[src/rtl/lacc_rd_responder.sv]
// lacc_rd_responder
// Memory-side responder for the line-accelerator read channel. Each accepted
// read command carries no address; its position in the BUF_W x BUF_D tile is
// implied by command order. Positions inside the configured image are fetched
// from a shared synchronous SRAM port. Positions outside it return zero
// without touching the SRAM. Responses keep command order and arrive at a
// fixed MEM_LAT+1 cycle latency, with no back-pressure.
//
// Ports:
//   clk, rst            clock, synchronous active-high reset
//   start               begin a tile (IDLE only), latches cfg_*
//   cfg_base/stride     tile origin word address / words per image row
//   cfg_img_w/img_h     valid columns/rows; beyond these the word is padded
//   lacc_data_valid/ready   read command handshake
//   lacc_drsp_valid/rdata   response (single cycle, no ready)
//   mem_req/addr/gnt/rdata  SRAM read port
//   busy, done          activity flag, end-of-tile pulse
//
// state | meaning
// ------+-------------------------------------------------------------
// IDLE  | waiting for start, commands not accepted
// RUN   | accepting commands, one tile position per handshake
// DRAIN | all commands taken, waiting for the response pipeline to empty
module lacc_rd_responder #(
  parameter int DATA_W  = 32,
  parameter int ADDR_W  = 16,
  parameter int BUF_W   = 16,
  parameter int BUF_D   = 8,
  parameter int MEM_LAT = 2
) (
  input  logic                       clk,
  input  logic                       rst,
  input  logic                       start,
  input  logic [ADDR_W-1:0]          cfg_base,
  input  logic [ADDR_W-1:0]          cfg_stride,
  input  logic [$clog2(BUF_W):0]     cfg_img_w,
  input  logic [$clog2(BUF_D):0]     cfg_img_h,
  input  logic                       lacc_data_valid,
  output logic                       lacc_data_ready,
  output logic                       lacc_drsp_valid,
  output logic [DATA_W-1:0]          lacc_drsp_rdata,
  output logic                       mem_req,
  output logic [ADDR_W-1:0]          mem_addr,
  input  logic                       mem_gnt,
  input  logic [DATA_W-1:0]          mem_rdata,
  output logic                       busy,
  output logic                       done
);

  localparam int WW = $clog2(BUF_W) + 1;
  localparam int HW = $clog2(BUF_D) + 1;
  localparam int XW = (BUF_W > 1) ? $clog2(BUF_W) : 1;
  localparam int YW = (BUF_D > 1) ? $clog2(BUF_D) : 1;
  localparam int CW = (BUF_W * BUF_D > 1) ? $clog2(BUF_W * BUF_D) : 1;

  typedef enum logic [1:0] {
    S_IDLE  = 2'd0,
    S_RUN   = 2'd1,
    S_DRAIN = 2'd2
  } state_t;

  state_t              state_q, state_d;
  logic [XW-1:0]       x_q, x_d;
  logic [YW-1:0]       y_q, y_d;
  logic [ADDR_W-1:0]   row_addr_q, row_addr_d;
  logic [CW-1:0]       cmd_cnt_q, cmd_cnt_d;
  logic [ADDR_W-1:0]   stride_q, stride_d;
  logic [WW-1:0]       img_w_q, img_w_d;
  logic [HW-1:0]       img_h_q, img_h_d;

  // {valid, pad} per pipeline stage; the tail lines up with mem_rdata.
  logic [MEM_LAT-1:0]  pipe_vld_q;
  logic [MEM_LAT-1:0]  pipe_pad_q;
  logic                rsp_vld_q;
  logic [DATA_W-1:0]   rsp_data_q;

  logic                pad;
  logic                hs;
  logic                pipe_empty;

  assign pad = (WW'(x_q) >= img_w_q) | (HW'(y_q) >= img_h_q);
  assign pipe_empty = ~(|pipe_vld_q) & ~rsp_vld_q;

  assign lacc_drsp_valid = rsp_vld_q;
  assign lacc_drsp_rdata = rsp_data_q;

  always_comb begin
    state_d         = state_q;
    x_d             = x_q;
    y_d             = y_q;
    row_addr_d      = row_addr_q;
    cmd_cnt_d       = cmd_cnt_q;
    stride_d        = stride_q;
    img_w_d         = img_w_q;
    img_h_d         = img_h_q;
    mem_req         = 1'b0;
    mem_addr        = '0;
    lacc_data_ready = 1'b0;
    busy            = 1'b0;
    done            = 1'b0;
    hs              = 1'b0;

    case (state_q)
      S_IDLE: begin
        if (start) begin
          state_d    = S_RUN;
          x_d        = '0;
          y_d        = '0;
          row_addr_d = cfg_base;
          cmd_cnt_d  = '0;
          stride_d   = cfg_stride;
          img_w_d    = cfg_img_w;
          img_h_d    = cfg_img_h;
        end
      end
      S_RUN: begin
        busy            = 1'b1;
        mem_req         = lacc_data_valid & ~pad;
        mem_addr        = row_addr_q + ADDR_W'(x_q);
        // Padded positions never wait on the arbiter.
        lacc_data_ready = pad | mem_gnt;
        hs              = lacc_data_valid & lacc_data_ready;
        if (hs) begin
          cmd_cnt_d = cmd_cnt_q + CW'(1);
          if (x_q == XW'(BUF_W - 1)) begin
            x_d        = '0;
            y_d        = y_q + YW'(1);
            row_addr_d = row_addr_q + stride_q;
          end else begin
            x_d = x_q + XW'(1);
          end
          if (cmd_cnt_q == CW'(BUF_W * BUF_D - 1)) begin
            state_d = S_DRAIN;
          end
        end
      end
      S_DRAIN: begin
        busy = 1'b1;
        if (pipe_empty) begin
          done    = 1'b1;
          state_d = S_IDLE;
        end
      end
      default: state_d = S_IDLE;
    endcase
  end

  always_ff @(posedge clk) begin
    if (rst) begin
      state_q    <= S_IDLE;
      x_q        <= '0;
      y_q        <= '0;
      row_addr_q <= '0;
      cmd_cnt_q  <= '0;
      stride_q   <= '0;
      img_w_q    <= '0;
      img_h_q    <= '0;
      pipe_vld_q <= '0;
      pipe_pad_q <= '0;
      rsp_vld_q  <= 1'b0;
      rsp_data_q <= '0;
    end else begin
      state_q       <= state_d;
      x_q           <= x_d;
      y_q           <= y_d;
      row_addr_q    <= row_addr_d;
      cmd_cnt_q     <= cmd_cnt_d;
      stride_q      <= stride_d;
      img_w_q       <= img_w_d;
      img_h_q       <= img_h_d;
      pipe_vld_q[0] <= hs;
      pipe_pad_q[0] <= pad;
      for (int i = 1; i < MEM_LAT; i++) begin
        pipe_vld_q[i] <= pipe_vld_q[i-1];
        pipe_pad_q[i] <= pipe_pad_q[i-1];
      end
      rsp_vld_q  <= pipe_vld_q[MEM_LAT-1];
      rsp_data_q <= (pipe_vld_q[MEM_LAT-1] && !pipe_pad_q[MEM_LAT-1]) ? mem_rdata : '0;
    end
  end

endmodule

[config.mk]
export PLATFORM = sky130hd
export DESIGN_NAME = lacc_rd_responder
export DESIGN_NICKNAME = d
export VERILOG_FILES = /design/src/rtl/lacc_rd_responder.sv
export SDC_FILE = /design/constraint.sdc
export NUM_CORES = 1
export LEC_CHECK = 0
export ABC_AREA = 1
export BUFFER_PORTS_ARGS = -buffer_cell sky130_fd_sc_hd__buf_2
export CAP_MARGIN = 0
export CORE_ASPECT_RATIO = 1.25
export CORE_MARGIN = 3
export CORE_UTILIZATION = 30
export DETAILED_ROUTE_END_ITERATION = 10
export PLACE_DENSITY = 0.5
export SETUP_SLACK_MARGIN = 0.15
export SYNTH_ARGS = -nofsm -noshare
export SYNTH_HDL_FRONTEND = slang
export SYNTH_SLANG_ARGS = --single-unit
[constraint.sdc]
create_clock -name clk -period 1.6 [get_ports clk]
set_input_delay 0.08 -clock clk [delete_from_list [all_inputs] [get_ports clk]]
set_output_delay 0.08 -clock clk [all_outputs]
set_load 0.01 [all_outputs]
==> flow_metrics.py, run 1 <==
metrics = {
    "critical_path": {
        "path_class": "flip-flop to output pin",
        "worstPathRequired_ps": 1520,
        "crit_path_max_incr_delay_ps": 360,
        "startpoint": "x_q[0]",
        "path_cells": "ha_4 -> fa_2 -> nand3_2 -> nand3_2 -> nand2_2 -> nor2_4 -> inv_2 -> nor2_4 -> nand2_4 -> inv_2 -> a21oi_2 -> nor3_2 -> buf_2",
        "startpoint_type": "flip-flop",
        "crit_family": "adder cells",
        "crit_path_top_delay_cell": "fa_2",
        "crit_buf_inv": 3,
        "path_max_fanout": 3,
        "rr_startpoint": "x_q[0]",
        "arrival_ps": 2080,
        "cp-end-kind": "output pin",
    },
    "synth": {
        "synthFlopType": "dfxtp_1",
        "synth_enable_flop_cells": 0,
        "synth_top_area_share_pct": 36.1,
        "syn_area_sq_um": 5210,
        "ys_ff_latch": 94,
        "synth_cell_type_count": 34,
        "syn_inst": 797,
        "synth_nets": 909,
        "synthArstFlopShare_pct": 0,
        "yosys_warnings": 0,
        "synth_area_leaders": "dfxtp_1, nand2_1, nor2_1, inv_1, ha_1",
        "seq_area_frac_synth_pct": 36.1,
        "avgSynthCellArea_sq_um": 6.54,
        "yosys.area.top_type": "dfxtp_1",
    },
    "power": {
        "ir_drop_v": 0.000728,
        "pwr-share-seq_pct": 23.6,
        "switching_share_pct": 41.8,
        "p_total_mw": 12.9,
        "leakage_nw": 4.36,
        "comb_power_share_pct": 59.7,
        "clkPwrFrac_pct": 16.6,
        "p_sw_mw": 5.39,
        "power_density_nw_per_um2": 1530,
        "internal-power_mw": 7.51,
    },
    "hold_path": {
        "hp-start": "cfg_img_h[2]",
        "min-delay-path-class": "input pin to flip-flop",
    },
    "cells_and_area": {
        "fin_cells": 1299,
        "layout-drive-gt1-share_pct": 36.5,
        "stdcell_area_sq_um": 8430,
        "n_antenna_cell": 0,
        "area_delta_synth_final_pct": 61.7,
        "seq_area_sq_um": 1900,
        "multi_input_area_sq_um": 3310,
        "num-nets-final": 1186,
        "final.fill_count": 1748,
        "post-route-util_pct": 49.8,
    },
    "global_route": {
        "grtUsageMet3_pct": 4.15,
        "grt-ovfl-total": 0,
        "globalRouteMet1Util_pct": 20.8,
        "antenna_found_initial": 0,
        "grt_pass1_wl_um": 26700,
        "use_met2_pct": 31.8,
        "grt.busiest_layer": "met2",
        "grt_use_total_pct": 17.8,
        "grt_pass1_vias": 5659,
        "grt_max_degree": 33,
    },
    "clock_tree": {
        "path_clk_slew_ps": 70,
        "cts_max_level": 3,
        "clockRootBuffer": "clkbuf_16",
        "cts.sinks": 94,
        "cts_max_path_buffers": 2,
        "numCtsBuffers": 9,
        "insertion_delay_ps": 350,
        "cts_tree": "done",
    },
    "job": {
        "maxCapViolCount": 0,
    },
    "timing": {
        "fmax_mhz": 463,
        "maxSlewViolCount": 0,
        "skew_ps": 9.08,
        "relSlewSlack_pct": 72.2,
        "timing_worst_slew_pin_value_ps": 413,
        "hold_ws_ps": -1.95,
        "finalCritPeriodShare_pct": 135,
        "final.setup.tns_ps": -20270,
        "rsz0062_at_grt": "true",
        "period_minus_slack_ps": 2160,
        "hold_viol": 1,
        "setup_violations": 50,
        "finalWorstSetupSlack_ps": -558,
    },
    "placement": {
        "dp_cells": 1213,
        "dpl-instance-area_sq_um": 6860,
        "hpwl_um": 12000,
        "portBuffers": 130,
        "routabilityCongestion": 0.829,
    },
    "die": {
        "die_height_um": 153,
        "io_pins": 131,
        "core_area_sq_um": 16900,
        "die_width_um": 124,
        "initial_core_util_pct": 30.8,
        "die-area_sq_um": 19000,
        "fp-row-count": 53,
    },
    "run_status": {
        "violations": "hold timing, setup timing",
        "outcome": "complete, but fails checks",
    },
    "drt": {
        "drt_iter0_drc": 146,
        "drt-pass1-iter-count": 4,
        "drc": 0,
        "drtAntennaViolNets": 0,
        "via_count": 5692,
        "viasPerCell": 4.38,
        "routed_wl_um": 16700,
        "wire_per_inst_um": 12.8,
    },
}
-- power groups by stage --
stage                     Sequential [mW]  Clock (mW)  Combinational (mW)
after floorplan                      3.08           0                3.40
after global placement               3.07           0                5.75
after detailed placement             3.08           0                5.75
after CTS                            3.03        2.22                6.69
after global routing                 3.10        2.31                8.50
final                                3.05        2.15                7.71
-- worst register-to-register path, cell delays in order (launching register included) --
cell and delay [ps]:
dfxtp_4 350, buf_4 130, buf_6 110, inv_4 50, ha_4 190, inv_2 40
nand2_2 40, nand2_2 70, nor2_4 50, nor2_4 150, nand3_4 110, nand2_4 100
nand2_4 60, nand3_4 100, buf_12 150, buf_12 120, nand2_2 40, nand2_1 50
nor2_1 40
-- layout by cell type, fill, tap and decap left out, types with 6 or more instances in the layout --
cell           instances
nand2_1              157
buf_2                128
nor2_1               123
inv_1                119
dfxtp_1               86
buf_4                 83
dlygate4sd3_1         51
nand2_2               33
nand3_1               32
o21ai_0               29
ha_1                  23
a21oi_1               21
buf_6                 18
a21oi_2               16
inv_2                 12
nor2_4                11
nand4_1               10
nand3_2               10
clkbuf_16             10
nor2_2                 9
ha_4                   9
o21ai_1                7
nand3_4                7
nor3_1                 6
nand2_4                6
xor2_1                 6
dfxtp_2                6
-- cells by family after synthesis --
group | synth area share, %
AOI/OAI and AO/OA | 7.75
xor gates and xnor gates | 1.68
adders and majority gates | 8.45
buffers and inverters | 11.8
DFF | 36.1
and+or+nand+nor | 34.2
-- synth_stat cells, types with 4 or more instances --
| library cell | number |
|---|---|
| ha_1 | 32 |
| a21oi_1 | 36 |
| nor3_1 | 11 |
| xor2_1 | 7 |
| nand4_1 | 10 |
| clkbuf_1 | 13 |
| nand2_1 | 193 |
| nor2_1 | 140 |
| o21ai_0 | 37 |
| buf_1 | 4 |
| nand3_1 | 47 |
| dfxtp_1 | 94 |
| inv_1 | 130 |
-- metrics by stage --
stage / hold WS, ps / worst slack [ps]
after detailed placement: 298 / -379
after global placement: 292 / -373
after floorplan: 192 / -101
final: -1.95 / -558
after global routing: 23.3 / -708
after CTS: 1.62 / -585
-- state kept, by name, summed over array words and instances (netlist names), 3 cells and up --
register and cells:
lacc_drsp_rdata 32, row_addr_q 16, stride_q 16, cmd_cnt_q 7, img_w_q 5, img_h_q 4
x_q 4, y_q 3
-- final timing paths --
check             endpoint  slack [ps]  cells past startpoint
max           mem_addr[10]        -560                     13
min             img_h_q[2]          -2                      3
max reg2reg  row_addr_q[2]        -480                     18
min reg2reg  pipe_pad_q[1]         410                      2
-- final cells by class --
| cell class | instances | area share, % |
|---|---|---|
| inverter | 134 | 6.03 |
| clock inverter | 7 | 0.742 |
| sequential | 94 | 22.5 |
| timing repair buffer | 288 | 25.5 |
| multi-input combinational | 547 | 39.3 |
| clock buffer | 9 | 2.67 |
| tap | 220 | 3.27 |
-- repair_timing --
action | 4_1_cts | 5_1_grt
gates cloned | 4 | 1
endpoints found under the hold margin | 51 | 0
gates resized for setup | 58 | 99
pin swaps | 18 | 28
buffers inserted | 5 | 9
hold buffers | 51 | 0
setup endpoints to repair | 62 | 67
-- metal layers --
layer | vias up | part of all wire [%]
met5 | - | 0
met4 | 0 | 1.5
met3 | 19 | 5.1
met2 | 119 | 52
met1 | 2531 | 42
li1 | 3023 | -
Power figures use the tool's default switching activity.
==> run 2: changes to the inputs <==
Settings changed: CORE_MARGIN 3 to 1.5, GPL_TIMING_DRIVEN set to 0.
==> run 2 against run 1 <==
The run still ends with hold timing, setup timing left. Worst hold slack got worse by 8.3 ps. Clock skew down 0.59 ps. Final cell count shrank 3.6%.
==> flow_metrics.py, run 2 (synthesis results as in run 1) <==
metrics = {
    "hold_path": {
        "min-delay-path-class": "input pin to flip-flop",
    },
    "critical_path": {
        "path_common_cell": "nand2_2",
        "crit_path_end": "mem_addr[14]",
        "cp_num_cells": 12,
        "path_cells": "ha_4 -> fa_2 -> nand3_2 -> nand3_2 -> nand2_2 -> nor2_4 -> buf_4 -> buf_6 -> nand2_2 -> nand2_2 -> a21oi_2 -> buf_2",
        "worstPathRequired_ps": 1520,
        "ff2ff_setup_slack_ps": -500,
        "worstReg2RegEnd": "row_addr_q[14]",
        "startpoint": "x_q[0]",
        "path_class": "flip-flop to output pin",
        "rr_worst_depth": 18,
        "startpoint_type": "flip-flop",
        "crit_path_max_incr_delay_ps": 420,
        "crit_path_top_delay_cell": "fa_2",
        "rr_startpoint": "x_q[0]",
        "path_max_fanout": 3,
        "crit_buf_inv": 3,
        "arrival_ps": 2230,
        "cp-end-kind": "output pin",
        "crit_family": "adder cells",
    },
    "drt": {
        "drt-pass1-iter-count": 4,
        "via_count": 5604,
        "routed_wl_um": 17200,
        "viasPerCell": 4.48,
        "wire_per_inst_um": 13.8,
        "drtAntennaViolNets": 0,
        "drc": 0,
        "drt_iter0_drc": 228,
    },
    "timing": {
        "period_minus_slack_ps": 2310,
        "timing_worst_slew_pin_value_ps": 686,
        "finalWorstSetupSlack_ps": -712,
        "rsz0062_at_grt": "true",
        "fmax_mhz": 433,
        "hold_ws_ps": -10.2,
        "hold_viol": 2,
        "setup_violations": 50,
        "skew_ps": 8.49,
        "relSlewSlack_pct": 54.3,
        "maxSlewViolCount": 0,
        "finalCritPeriodShare_pct": 144,
    },
    "global_route": {
        "grt_pass1_vias": 5479,
        "grt_use_total_pct": 19.1,
        "grt-ovfl-total": 0,
        "grt_max_degree": 19,
        "grt_pass1_wl_um": 26600,
        "antenna_found_initial": 0,
    },
    "clock_tree": {
        "cts.sinks": 94,
        "insertion_delay_ps": 350,
        "numCtsBuffers": 9,
        "cts_max_path_buffers": 2,
        "cts_tree": "done",
        "clockRootBuffer": "clkbuf_16",
        "cts_max_level": 3,
        "path_clk_slew_ps": 70,
    },
    "cells_and_area": {
        "layout-drive-gt1-share_pct": 33.2,
        "layout_commonest_cell": "nand2_1",
        "largest_register_ffs": 32,
        "area_delta_synth_final_pct": 54.2,
        "final_cell_mix": "nand2_1, buf_2, nor2_1",
        "num-nets-final": 1139,
        "n_antenna_cell": 0,
    },
    "power": {
        "p_total_mw": 12.4,
        "leakage_nw": 4.11,
        "ir_drop_v": 0.000755,
        "power_density_nw_per_um2": 1550,
    },
    "die": {
        "initial_core_util_pct": 30.8,
        "fp-row-count": 53,
        "die-area_sq_um": 18200,
        "die_width_um": 121,
        "die_height_um": 150,
        "io_pins": 131,
        "core_area_sq_um": 16900,
    },
    "placement": {
        "hpwl_um": 12400,
        "portBuffers": 130,
        "routabilityCongestion": 0.853,
        "detailedPlace.worstSlack_ps": -552,
    },
    "job": {
        "maxCapViolCount": 0,
    },
    "run_status": {
        "violations": "hold timing, setup timing",
        "outcome": "complete, but fails checks",
    },
}
[run 2: final cells by class]
| class | count | area [sq um] |
|---|---|---|
| flip-flops and latches | 94 | 1910 |
| fillers | 1733 | 8870 |
| plain buffers | 23 | 183 |
| repair buffers | 218 | 1580 |
| inverters | 134 | 513 |
| clock inverters | 7 | 62.6 |
| multi-input cells | 547 | 3290 |
| well taps | 220 | 275 |
| clock buffers | 9 | 225 |
[run 2: report_power, final]
group / total (mW) / switching [mW] / internal, mW
Combinational: 7.10 / 4.00 / 3.10
Clock: 2.16 / 1.07 / 1.09
Sequential: 3.18 / 0.395 / 2.78
[run 2: tightest hold or removal path, delay by kind of cell]
kind                   cells  cell delay [ps]
buffers and inverters      1               80
AND/OR/NAND/NOR            1               80
AO/OA/AOI/OAI              1               70
[run 2: worst min path at each step]
stage / slack [ps] / to / start / cells past startpoint
3_3_place_gp: 290 / lacc_drsp_rdata[25] / mem_rdata[25] / 3
5_1_grt: 10 / img_h_q[0] / cfg_img_h[0] / 3
4_1_cts: 2 / img_h_q[2] / cfg_img_h[2] / 3
3_5_place_dp: 300 / lacc_drsp_rdata[7] / mem_rdata[7] / 3
6_report: -10 / img_h_q[0] / cfg_img_h[0] / 3
2_1_floorplan: 190 / lacc_drsp_rdata[0] / mem_rdata[0] / 2
[run 2: routing by layer]
metal,share of wire (%),routed length (um),vias up,GRT usage [%]
li1,-,-,2932,-
met1,41,6990,2506,20.4
met2,52,9010,137,36.4
met3,4.6,787,29,3.60
met4,2.7,459,0,8.18
met5,0,0,-,0
[run 2: what timing repair did]
action                                  CTS  global route
pin swaps                                17            40
gates cloned                              4             0
resized for setup                        86            94
buffers inserted                         27            10
endpoints found under the setup margin   75            75
endpoints found under the hold margin    48             0
hold buffers                             48             0
[run 2: through the flow]
| step | area [sq um] | hold slack, ps | TNS (ps) | utilization, % | std cells |
|---|---|---|---|---|---|
| floorplan | 5350 | 192 | -1830 | - | 797 |
| global placement | 6280 | 291 | -22740 | 37.1 | 1147 |
| detailed placement | 6280 | 298 | -22630 | 37.1 | 1147 |
| CTS | 7690 | 1.80 | -20780 | 45.5 | 1242 |
| global route | 8040 | 13.5 | -26990 | 47.6 | 1252 |
| finish | 8040 | -10.2 | -21660 | 47.6 | 1252 |
